File: src/rtl/imm_decode_stage.sv
// imm_decode_stage
// Decode-side immediate generator for RV64 instructions. Each accepted
// instruction is classified into an immediate format, its 64-bit immediate
// is built, and the result is queued in a small result FIFO until execute
// consumes it. A flush empties the FIFO and drops any same-cycle push.
//
// Optional feature macro: IMM_DEC_ZICSR_EN
//   defined     : SYSTEM with funct3[2]=1 decodes as ZIMM, imm = zext(rs1 field)
//   not defined : SYSTEM with funct3[2]=1 decodes as NONE, imm = 0, illegal = 1
module imm_decode_stage #(
   parameter int DEPTH = 2
) (
   input  logic        clk,
   input  logic        reset,
   input  logic        flush,
   input  logic        in_valid,
   output logic        in_ready,
   input  logic [31:0] in_instr,
   output logic        out_valid,
   input  logic        out_ready,
   output logic [2:0]  out_fmt,
   output logic [63:0] out_imm,
   output logic        out_illegal
);

   localparam int PtrW = (DEPTH > 1) ? $clog2(DEPTH) : 1;
   localparam int CntW = PtrW + 1;

   typedef enum logic [2:0] {
      FmtNone  = 3'd0,
      FmtI     = 3'd1,
      FmtS     = 3'd2,
      FmtB     = 3'd3,
      FmtU     = 3'd4,
      FmtJ     = 3'd5,
      FmtShamt = 3'd6,
      FmtZimm  = 3'd7
   } fmt_e;

   logic [6:0]  opcode;
   logic [2:0]  funct3;
   logic [63:0] immI;
   logic [63:0] immS;
   logic [63:0] immB;
   logic [63:0] immU;
   logic [63:0] immJ;

   fmt_e        decFmt;
   logic [63:0] decImm;
   logic        decIllegal;

   fmt_e        fmtMem_q     [DEPTH];
   logic [63:0] immMem_q     [DEPTH];
   logic        illegalMem_q [DEPTH];

   logic [PtrW-1:0] wrPtr_q, wrPtr_d;
   logic [PtrW-1:0] rdPtr_q, rdPtr_d;
   logic [CntW-1:0] count_q, count_d;

   logic push;
   logic pop;

   assign opcode = in_instr[6:0];
   assign funct3 = in_instr[14:12];

   assign immI = {{52{in_instr[31]}}, in_instr[31:20]};
   assign immS = {{52{in_instr[31]}}, in_instr[31:25], in_instr[11:7]};
   assign immB = {{51{in_instr[31]}}, in_instr[31], in_instr[7], in_instr[30:25],
                  in_instr[11:8], 1'b0};
   assign immU = {{32{in_instr[31]}}, in_instr[31:12], 12'b0};
   assign immJ = {{43{in_instr[31]}}, in_instr[31], in_instr[19:12], in_instr[20],
                  in_instr[30:21], 1'b0};

   // Classify the incoming word and select its immediate; anything not
   // recognised (including compressed encodings) is flagged illegal.
   always_comb begin
      decFmt     = FmtNone;
      decImm     = '0;
      decIllegal = 1'b0;
      if (in_instr[1:0] != 2'b11) begin
         decIllegal = 1'b1;
      end else begin
         case (opcode)
            7'b0010011: begin
               if (funct3 == 3'b001 || funct3 == 3'b101) begin
                  decFmt = FmtShamt;
                  decImm = {58'b0, in_instr[25:20]};
               end else begin
                  decFmt = FmtI;
                  decImm = immI;
               end
            end
            7'b0011011: begin
               if (funct3 == 3'b001 || funct3 == 3'b101) begin
                  decFmt = FmtShamt;
                  decImm = {59'b0, in_instr[24:20]};
               end else begin
                  decFmt = FmtI;
                  decImm = immI;
               end
            end
            7'b0000011, 7'b1100111, 7'b0001111: begin
               decFmt = FmtI;
               decImm = immI;
            end
            7'b0100011: begin
               decFmt = FmtS;
               decImm = immS;
            end
            7'b1100011: begin
               decFmt = FmtB;
               decImm = immB;
            end
            7'b0110111, 7'b0010111: begin
               decFmt = FmtU;
               decImm = immU;
            end
            7'b1101111: begin
               decFmt = FmtJ;
               decImm = immJ;
            end
            7'b1110011: begin
               if (funct3[2]) begin
`ifdef IMM_DEC_ZICSR_EN
                  decFmt = FmtZimm;
                  decImm = {59'b0, in_instr[19:15]};
`else
                  decIllegal = 1'b1;
`endif
               end else if (funct3 != 3'b000) begin
                  decFmt = FmtI;
                  decImm = immI;
               end
            end
            7'b0110011, 7'b0111011: begin
               decFmt = FmtNone;
            end
            default: begin
               decIllegal = 1'b1;
            end
         endcase
      end
   end

   assign in_ready  = (count_q != CntW'(DEPTH));
   assign out_valid = (count_q != '0);
   assign push      = in_valid & in_ready & ~flush;
   assign pop       = out_valid & out_ready & ~flush;

   // Pointer and occupancy bookkeeping; flush wins over any push or pop.
   always_comb begin
      wrPtr_d = wrPtr_q;
      rdPtr_d = rdPtr_q;
      count_d = count_q;
      if (flush) begin
         wrPtr_d = '0;
         rdPtr_d = '0;
         count_d = '0;
      end else begin
         if (push) begin
            wrPtr_d = wrPtr_q + PtrW'(1);
         end
         if (pop) begin
            rdPtr_d = rdPtr_q + PtrW'(1);
         end
         if (push && !pop) begin
            count_d = count_q + CntW'(1);
         end else if (pop && !push) begin
            count_d = count_q - CntW'(1);
         end
      end
   end

   // Control state register; reset outranks flush.
   always_ff @(posedge clk) begin
      if (reset) begin
         wrPtr_q <= '0;
         rdPtr_q <= '0;
         count_q <= '0;
      end else begin
         wrPtr_q <= wrPtr_d;
         rdPtr_q <= rdPtr_d;
         count_q <= count_d;
      end
   end

   // Result storage; contents only matter while the occupancy says so.
   always_ff @(posedge clk) begin
      if (push) begin
         fmtMem_q[wrPtr_q]     <= decFmt;
         immMem_q[wrPtr_q]     <= decImm;
         illegalMem_q[wrPtr_q] <= decIllegal;
      end
   end

   assign out_fmt     = out_valid ? fmtMem_q[rdPtr_q]     : FmtNone;
   assign out_imm     = out_valid ? immMem_q[rdPtr_q]     : 64'd0;
   assign out_illegal = out_valid ? illegalMem_q[rdPtr_q] : 1'b0;

endmodule

File: config.mk
export PLATFORM = sky130hd
export DESIGN_NAME = imm_decode_stage
export DESIGN_NICKNAME = d
export VERILOG_FILES = /design/src/rtl/imm_decode_stage.sv
export SDC_FILE = /design/constraint.sdc
export NUM_CORES = 1
export LEC_CHECK = 0
export CAP_MARGIN = 15
export CORE_AREA = 3 3 91 136
export CTS_BUF_LIST = sky130_fd_sc_hd__clkbuf_16
export CTS_CLUSTER_SIZE = 14
export DETAILED_ROUTE_END_ITERATION = 8
export DIE_AREA = 0 0 94 139
export PLACE_DENSITY_LB_ADDON = 0.1
export SKIP_LAST_GASP = 1
export SYNTH_ARGS = -nofsm -noshare
export SYNTH_HDL_FRONTEND = slang
export SYNTH_SLANG_ARGS = --single-unit
File: constraint.sdc
create_clock -name clk -period 3.16 [get_ports clk]
set_input_delay 0.632 -clock clk [delete_from_list [all_inputs] [get_ports clk]]
set_output_delay 0.632 -clock clk [all_outputs]
set_load 0.02 [all_outputs]
==> impl_metrics.csv, run 1 <==
group,metric,value,unit
power_and_ir_drop,finalPower,2.35,mW
clock_network,cts_sinks,77,
sta,finalSetupViolCount,0,
worst_setup_path,required,2.53,ns
worst_setup_path,crit_family,"buffers and inverters",
power_and_ir_drop,peakVddDrop,0.274,mV
global_route,antenna_found_initial,0,
die,dieArea,0.0131,mm^2
detailed_routing,drt_first_pass_iters,4,
placement,place_congestion,0.876,
synth,synth_area,0.00390,mm^2
hold_path,worstHoldPathType,"flop to flop",
clock_network,clkLatencyLatePin,0.33,ns
clock_network,cts-buffers-inserted,9,
detailed_routing,ant_nets,0,
worst_setup_path,path_max_fanout,13,
global_route,grt_max_degree,37,
final_layout,diodes,0,
clock_network,clockBufferDepth,2,
worst_setup_path,slowest_delay,0.54,ns
clock_network,h-tree-depth,3,
sta,fin_crit_sh,85.5,%
final_layout,n_fill_cell,1060,
clock_network,postCtsHoldBufs,0,
global_route,grt_pass1_wl,14.5,mm
placement,dp_worst_setup_slack,0.297,ns
die,core_area,0.0114,mm^2
detailed_routing,wl_per_cell,16.8,um
sta,slew_violations,0,
worst_setup_path,worstSetupEndpointType,"output pin",
worst_setup_path,crit_type,"flop to output pin",
placement,port_buffers,106,
synth,synthFlopType,"edfxtp_1",
flow_run,drv_cap,0,
worst_setup_path,cp_cell_sequence,"nor2_2, buf_4, nor2_1, clkdlybuf4s50_1",
die,ios,107,
global_route,grtUsageTotal,14.6,%
synth,synth_seq_cells,77,
power_and_ir_drop,p_per_area,455,mW/mm^2
clock_network,cts.reportedPaths.clkPinSlew,0.06,ns
synth,yosys-top-cells-area,"edfxtp_1 (55%), mux2i_1 (9.2%), buf_4 (6.2%), nor2_1 (4.1%), a21o_1 (3.7%)",
clock_network,root_buffer,"clkbuf_16",
synth,yosys.area.top_type,"edfxtp_1",
clock_network,cts_tree,"done",
worst_setup_path,crit_arrival,2.07,ns
run_status,status,"finished, final reports clean",
placement,dpl.hpwl,6.65,mm
final_layout,syn2layout_area_growth,32.1,%
clock_network,postCtsSetupRepairBufs,0,
synth,async_reset_ff_share,0,%
worst_setup_path,critPathSlowestCell,"clkdlybuf4s50_1",
final_layout,drive_gt1_share,9.64,%
synth,synth.net_count,350,
detailed_routing,dr.first_iter.drc_count,66,
sta,hold_viol,0,
detailed_routing,vias_per_cell,4.81,
synth,synth_top_cell_area_share,55.4,%
synth,syn_avg_cell_area,12.5,um^2
die,die_x,94,um
worst_setup_path,cp-start-kind,"flop",
detailed_routing,route.vias.total,2618,
synth,ys_seq_area_share,57.9,%
sta,rsz0062_at_grt,"no",
sta,setup_tns,0,ns
synth,synth_edf_count,72,
power_and_ir_drop,p_leak,1.81,nW
global_route,grt_pass1_vias,2731,
die,rows,48,
final_layout,fin_nets,427,
detailed_routing,routed_wl,9.12,mm
die,start_util,34.2,%
sta,post-route-min-period,2.70,ns
die,die_h,139,um
sta,fin_ws,0.459,ns
synth,yosys-top-cells-count,"edfxtp_1 (72), nor2_1 (43), mux2i_1 (36)",
synth,synth_cells,312,
global_route,grt_overflow,0,
sta,tightest_slew,0.880,ns
sta,fin_skew,0.00419,ns
detailed_routing,remaining_drc_errors,0,
worst_setup_path,critPathBufInv,2,
synth,yosysMostFrequentCell,"edfxtp_1",
clock_network,post_cts_resized,0,
sta,fmax,370,MHz
sta,maxSlewHeadroom,41.1,%
synth,yosysUniqueCellTypes,49,
synth,yosys_warnings,0,
## layer usage
metal / GRT usage [%] / part of all wire, % / up-vias / wire, um
met5: 0 / 0 / - / 0
met4: 6.47 / 2.6 / 0 / 235
met3: 3.20 / 4.8 / 19 / 441
met2: 26.5 / 55 / 82 / 5010
met1: 15.9 / 38 / 1248 / 3440
li1: - / - / 1269 / -
## flip-flops by register name, indices dropped and copies added (netlist names), named ones only
signal	flops
immMem_q	64
illegalMem_q	2
fmtMem_q	6
count_q	2
rdPtr_q	1
wrPtr_q	1
## placed cells by master (no fill, tap or decap), drive strengths merged, types with 2 or more instances in the layout
cell / netlist / layout
nand3: 5 / 5
edfxtp: 72 / 72
nor2: 44 / 44
or3: 2 / 2
o21a: 4 / 4
clkbuf: 6 / 9
dfxtp: 5 / 5
a21oi: 4 / 4
xnor2: 2 / 2
nand2: 6 / 6
nor2b: 3 / 3
mux2i: 36 / 36
clkinvlp: 0 / 2
a21o: 19 / 19
clkinv: 0 / 3
inv: 3 / 5
xor2: 3 / 3
o21bai: 4 / 4
nand2b: 2 / 2
nand4: 2 / 2
nor3: 8 / 8
clkdlybuf4s50: 0 / 106
o211ai: 4 / 4
and3b: 3 / 3
and3: 3 / 3
o21ai: 4 / 4
a22o: 4 / 4
and2: 8 / 8
buf: 42 / 8
o31ai: 2 / 2
## worst paths after layout
check	slack, ns	depth (start not counted)	startpoint	endpoint
worst max register to register	1.27	9	count_q[1]$_SDFFE_PP0P_	count_q[1]$_SDFFE_PP0P_
worst min-delay path	0.57	2	rdPtr_q$_SDFFE_PP0P_	rdPtr_q$_SDFFE_PP0P_
worst min register to register	0.57	2	rdPtr_q$_SDFFE_PP0P_	rdPtr_q$_SDFFE_PP0P_
worst max-delay path	0.46	4	count_q[1]$_SDFFE_PP0P_	out_imm[25]
## cells by family (layout without fill, tap and decap cells)
| kind of cell | Yosys count | after routing | share of synthesized area, % |
|---|---|---|---|
| adder cells (fa/ha/maj) | 1 | 1 | 0.320 |
| AND/OR/NAND/NOR | 90 | 90 | 11.8 |
| XOR/XNOR | 5 | 5 | 1.12 |
| flip-flops | 77 | 77 | 57.9 |
| AO/OA/AOI/OAI | 52 | 52 | 10.9 |
| multiplexers | 36 | 36 | 9.23 |
| buffers and inverters | 51 | 133 | 8.78 |
## stage by stage
| stage | std cells | cell area (um^2) | hold slack [ns] | util [%] |
|---|---|---|---|---|
| floorplan | 312 | 3910 | 0.520 | - |
| global placement | 528 | 4900 | 0.547 | 42.9 |
| detailed placement | 528 | 4900 | 0.569 | 42.9 |
| CTS | 544 | 5160 | 0.582 | 45.2 |
| global route | 544 | 5160 | 0.591 | 45.2 |
| finish | 544 | 5160 | 0.571 | 45.2 |
## final cells by class
type                       count  area (um^2)  share of cell area [%]
clock buffer                   9          225                    4.37
clock inverter                 7         37.5                   0.728
inverter                       3         11.3                   0.218
multi-input combinational    184         1310                    25.4
sequential                    77         2260                    43.9
tap                          150          188                    3.64
timing repair buffer         114         1120                    21.7
## power by group
part	internal (mW)	leakage [nW]	total [mW]	switching, mW
Sequential	1.14	0.683	1.15	0.00733
Clock	0.520	0.134	0.896	0.375
Combinational	0.142	0.991	0.306	0.165
Total	1.80	1.81	2.35	0.547
## worst register-to-register path, stage by stage, from the launching register on
cell,delay (ns)
dfxtp_1,0.34
nor2_2,0.47
inv_1,0.12
nand2_1,0.12
or2_2,0.11
ha_1,0.15
xor2_1,0.17
nor2_1,0.07
xnor2_1,0.16
nor3_1,0.06
Power figures use the tool's default switching activity.
==> inputs of run 2 (changes only) <==
--- a/config.mk
+++ b/config.mk
@@ -11,6 +11,7 @@
 export CTS_CLUSTER_SIZE = 14
 export DETAILED_ROUTE_END_ITERATION = 8
 export DIE_AREA = 0 0 94 139
+export DONT_BUFFER_PORTS = 1
 export PLACE_DENSITY_LB_ADDON = 0.1
 export SKIP_LAST_GASP = 1
 export SYNTH_ARGS = -nofsm -noshare
==> run 2 against run 1 <==
First-iteration DRC count shrank 27%; clock power grew 19%; worst hold slack lost 0.20 ns; via count shrank 15%; power grew 2.4%; utilization shrank 8.4 points; clock-buffer cell count is the same; critical path depth is the same.
==> impl_metrics.csv, run 2 (same netlist as run 1, synthesis figures left out) <==
group,metric,value,unit
final_layout,syn2layout_area_growth,7.59,%
detailed_routing,routed_wl,8.63,mm
detailed_routing,wl_per_cell,19.7,um
detailed_routing,dr.max_layer_used,"met4",
global_route,grt_pass1_wl,13.1,mm
global_route,antenna_found_initial,0,
clock_network,clockBufferDepth,2,
detailed_routing,wl_met3,635,um
power_and_ir_drop,switchingPower,522,uW
clock_network,postCtsHoldBufs,0,
power_and_ir_drop,peakVddDrop,0.249,mV
detailed_routing,wl_met1,3.28,mm
placement,dpl.hpwl,5.96,mm
die,start_util,34.2,%
power_and_ir_drop,p_clk_share,44.6,%
hold_path,worstHoldPathType,"input pin to flop",
die,dieArea,0.0131,mm^2
worst_setup_path,worstSetupEndpointType,"output pin",
hold_path,hold_depth,1,
final_layout,diodes,0,
die,die_x,94,um
final_layout,mostFrequentLayoutCells,"edfxtp_1 (72), nor2_1 (41), mux2i_1 (36)",
sta,rsz0062_at_grt,"no",
power_and_ir_drop,seq_power_share,47.7,%
final_layout,mostFrequentLayoutCell,"edfxtp_1",
worst_setup_path,required,2.53,ns
detailed_routing,drt_first_pass_iters,5,
hold_path,hp-start,"flush",
sta,setup_tns,0,ns
placement,port_buffers,0,
sta,slew_violations,0,
sta,fin_crit_sh,82.2,%
clock_network,clkLatencyLatePin,0.33,ns
global_route,grt_overflow,0,
die,die_h,139,um
final_layout,top_register,"immMem_q",
clock_network,cts_sinks,77,
global_route,grt_max_degree,37,
final_layout,fin_nets,322,
worst_setup_path,reg2reg_from,"count_q[0]$_SDFFE_PP0P_",
detailed_routing,dr.first_iter.drc_count,48,
power_and_ir_drop,internal-power,1.88,mW
flow_run,drv_cap,0,
sta,fmax,385,MHz
clock_network,cts.reportedPaths.clkPinSlew,0.06,ns
clock_network,root_buffer,"clkbuf_16",
worst_setup_path,cp-start-kind,"flop",
final_layout,multi_input_area,0.00132,mm^2
die,ios,107,
final_layout,layoutNonFillerInstCount,439,
clock_network,postCtsSetupRepairBufs,0,
worst_setup_path,crit_start,"count_q[0]$_SDFFE_PP0P_",
sta,hold_viol,0,
final_layout,largest_reg_flops,64,
final_layout,n_fill_cell,1137,
detailed_routing,ant_nets,0,
detailed_routing,vias_per_cell,5.06,
run_status,status,"finished, final reports clean",
clock_network,cts_tree,"done",
power_and_ir_drop,p_per_area,572,mW/mm^2
clock_network,post_cts_resized,0,
sta,tightest_slew,0.703,ns
placement,place_congestion,0.817,
global_route,grt_pass1_vias,2262,
worst_setup_path,crit_arrival,1.97,ns
final_layout,drive_gt1_share,13.8,%
die,rows,48,
power_and_ir_drop,finalPower,2.40,mW
worst_setup_path,reg2regPathDepth,10,
placement,place_inst,422,
power_and_ir_drop,p_sw_share,21.7,%
power_and_ir_drop,combPwrFrac,7.8,%
sta,fin_skew,0.00976,ns
detailed_routing,route.vias.total,2220,
final_layout,regArea,0.00226,mm^2
detailed_routing,met2_length,4.62,mm
final_layout,top_regs,"immMem_q (64), fmtMem_q (6)",
global_route,grtUsageTotal,13.6,%
sta,maxSlewHeadroom,52.9,%
worst_setup_path,crit_type,"flop to output pin",
clock_network,cts-buffers-inserted,9,
detailed_routing,remaining_drc_errors,0,
clock_network,h-tree-depth,3,
power_and_ir_drop,p_leak,1.47,nW
sta,post-route-min-period,2.60,ns
sta,finalSetupViolCount,0,
worst_setup_path,path_max_fanout,11,
die,core_area,0.0114,mm^2
## run 2: cell types whose count changed in the layout (fill, tap and decap cells not counted), sizes merged
cell           before  now
clkinv              3    4
inv                 5    4
clkinvlp            2    0
buf                 8    9
bufinv              0    2
clkdlybuf4s50     106    0
## run 2: critical path, stage by stage (launching register included)
cell and delay [ns]:
dfxtp_1 0.43, nor2_4 0.06, nor2_4 0.32, buf_12 0.26, buf_4 0.54
## run 2: area by class of cell
type	count	share of cell area [%]
Clock inverter	7	2.17
Sequential cell	77	53.9
Tap cell	150	4.47
Inverter	3	0.268
Timing Repair Buffer	9	2.38
Multi-Input combinational cell	184	31.5
Clock buffer	9	5.36
## run 2: path summary, 6_finish.rpt
kind | end | slack [ns]
setup / recovery | out_imm[51] | 0.56
hold / removal | wrPtr_q$_SDFFE_PP0P_ | 0.37
setup reg to reg | count_q[1]$_SDFFE_PP0P_ | 1.01
hold reg to reg | rdPtr_q$_SDFFE_PP0P_ | 0.58
## run 2: per-layer routing
metal | global-route usage [%] | vias up
li1 | - | 1058
met1 | 14.6 | 1087
met2 | 23.4 | 68
met3 | 5.37 | 7
met4 | 5.48 | 0
met5 | 0 | -
## run 2: power groups by stage
stage	clock [mW]	combinational, mW	sequential (mW)
after floorplan	0	0.175	1.17
after global placement	0	0.190	1.17
after detailed placement	0	0.190	1.17
after CTS	1.11	0.191	1.15
after global routing	1.15	0.205	1.15
final	1.07	0.186	1.15
## run 2: per-stage QoR
stage          util (%)  instance area (um^2)  worst slack, ns  hold WS [ns]
6_report           36.8                  4200            0.563         0.367
5_1_grt            36.8                  4200            0.454         0.343
4_1_cts            36.6                  4180           0.0822         0.350
3_5_place_dp       33.9                  3860            0.453         0.550
3_3_place_gp       33.9                  3860            0.464         0.550
2_1_floorplan         -                  3910            0.182         0.520
==> inputs of run 3 (changes only) <==
==> constraint.sdc (replaced) <==
create_clock -name clk -period 2.7 [get_ports clk]
set_input_delay 0.54 -clock clk [delete_from_list [all_inputs] [get_ports clk]]
set_output_delay 0.54 -clock clk [all_outputs]
set_load 0.02 [all_outputs]
==> run 3 against run 2 <==
Sequential cell count unchanged; die area unchanged; critical path type unchanged; highest routed layer unchanged; critical path depth down 1; largest power group unchanged; clock skew up 0.0016 ns; worst hold slack worse by 0.091 ns; global-route usage about the same; combinational power up 17%.
==> impl_metrics.csv, run 3 (same netlist as run 1, synthesis figures left out) <==
group,metric,value,unit
placement,dpl.hpwl,5.97,mm
clock_network,root_buffer,"clkbuf_16",
final_layout,syn2layout_area_growth,6.95,%
worst_setup_path,slowest_delay,0.58,ns
global_route,grtUsageTotal,13.6,%
sta,fin_crit_sh,86.7,%
clock_network,cts_sinks,77,
clock_network,clockBufferDepth,2,
worst_setup_path,path_max_fanout,13,
sta,fin_ws,0.359,ns
global_route,use_met1,15.3,%
run_status,status,"finished, final reports clean",
sta,fmax,427,MHz
die,die_x,94,um
clock_network,postCtsHoldBufs,0,
global_route,grt_pass1_vias,2302,
placement,port_buffers,0,
global_route,busiest_layer,"met2",
final_layout,top_regs,"immMem_q (64), fmtMem_q (6)",
sta,tightest_slew,0.531,ns
detailed_routing,remaining_drc_errors,0,
global_route,antenna_found_initial,0,
power_and_ir_drop,peakVddDrop,0.270,mV
final_layout,top_register,"immMem_q",
worst_setup_path,crit_type,"flop to output pin",
detailed_routing,wl_per_cell,19.4,um
sta,slew_violations,0,
detailed_routing,vias_per_cell,5.13,
sta,setup_tns,0,ns
final_layout,diodes,0,
die,rows,48,
final_layout,fin_nets,323,
hold_path,worstHoldPathType,"input pin to flop",
clock_network,cts-buffers-inserted,9,
sta,finalSetupViolCount,0,
die,ios,107,
sta,post-route-min-period,2.34,ns
power_and_ir_drop,p_per_area,646,mW/mm^2
global_route,grt_pass1_wl,13.1,mm
global_route,met2_usage,21.6,%
detailed_routing,ant_nets,0,
power_and_ir_drop,p_leak,1.46,nW
clock_network,cts.reportedPaths.clkPinSlew,0.06,ns
sta,fin_skew,0.0114,ns
sta,hold_viol,0,
clock_network,clkLatencyLatePin,0.33,ns
sta,maxSlewHeadroom,64.6,%
die,core_area,0.0114,mm^2
placement,place_congestion,0.803,
clock_network,post_cts_resized,0,
worst_setup_path,worstSetupEndpointType,"output pin",
final_layout,largest_reg_flops,64,
worst_setup_path,required,2.16,ns
global_route,met3_usage,5.32,%
worst_setup_path,cp-start-kind,"flop",
detailed_routing,dr.first_iter.drc_count,101,
sta,rsz0062_at_grt,"no",
flow_run,drv_cap,0,
detailed_routing,routed_wl,8.53,mm
placement,dp_worst_setup_slack,0.689,ns
global_route,grt_overflow,0,
worst_setup_path,cp_cell_sequence,"mux2i_1, nor2_4, buf_4",
clock_network,postCtsSetupRepairBufs,0,
die,die_h,139,um
final_layout,mostFrequentLayoutCells,"edfxtp_1 (72), nor2_1 (41), mux2i_1 (36)",
global_route,grt_max_degree,37,
clock_network,cts_tree,"done",
detailed_routing,route.vias.total,2255,
die,dieArea,0.0131,mm^2
die,start_util,34.2,%
clock_network,h-tree-depth,3,
final_layout,mostFrequentLayoutCell,"edfxtp_1",
power_and_ir_drop,finalPower,2.70,mW
detailed_routing,drt_first_pass_iters,4,
final_layout,drive_gt1_share,13.1,%
worst_setup_path,crit_arrival,1.80,ns
worst_setup_path,critPathSlowestCell,"dfxtp_2",
[run 3: worst max-delay path, delay by kind of cell (launching register included)]
family / cells / cell delay [ns]
DFF: 1 / 0.58
buffers and inverters: 1 / 0.48
and+or+nand+nor: 1 / 0.21
muxes: 1 / 0.19
[run 3: path summary, 6_finish.rpt]
check,start,endpoint,slack [ns],depth (start not counted)
worst max-delay path,flop,out_imm[34],0.36,3
worst min-delay path,flush,wrPtr_q$_SDFFE_PP0P_,0.28,1
worst max register to register,count_q[0]$_SDFFE_PP0P_,immMem_q[0][12]$_DFFE_PP_,0.71,4
worst min register to register,rdPtr_q$_SDFFE_PP0P_,rdPtr_q$_SDFFE_PP0P_,0.56,2
[run 3: layout make-up]
class	instances	area [um^2]
Inverter	3	11.3
Tap cell	150	188
Clock buffer	9	225
Sequential cell	77	2260
Clock inverter	7	58.8
Multi-Input combinational cell	184	1320
Timing Repair Buffer	10	108
Fill cell	1102	7230
[run 3: layer usage]
metal,share of wire (%),up-vias
li1,-,1058
met1,37,1086
met2,49,95
met3,10,16
met4,3.7,0
met5,0,-
[run 3: through the flow]
step	area [um^2]	hold WS (ns)	std cells	util, %
2_1_floorplan	3910	0.520	312	-
5_1_grt	4180	0.262	440	36.6
4_1_cts	4180	0.261	440	36.6
3_5_place_dp	3890	0.564	424	34.1
3_3_place_gp	3890	0.548	424	34.1
6_report	4180	0.276	440	36.6
[run 3: power breakdown]
part	switching [mW]	leakage, nW	total [mW]	internal, mW
clock network	0.435	0.147	1.14	0.701
registers	0.0106	0.683	1.34	1.33
logic	0.151	0.632	0.217	0.0655
total	0.598	1.46	2.70	2.10
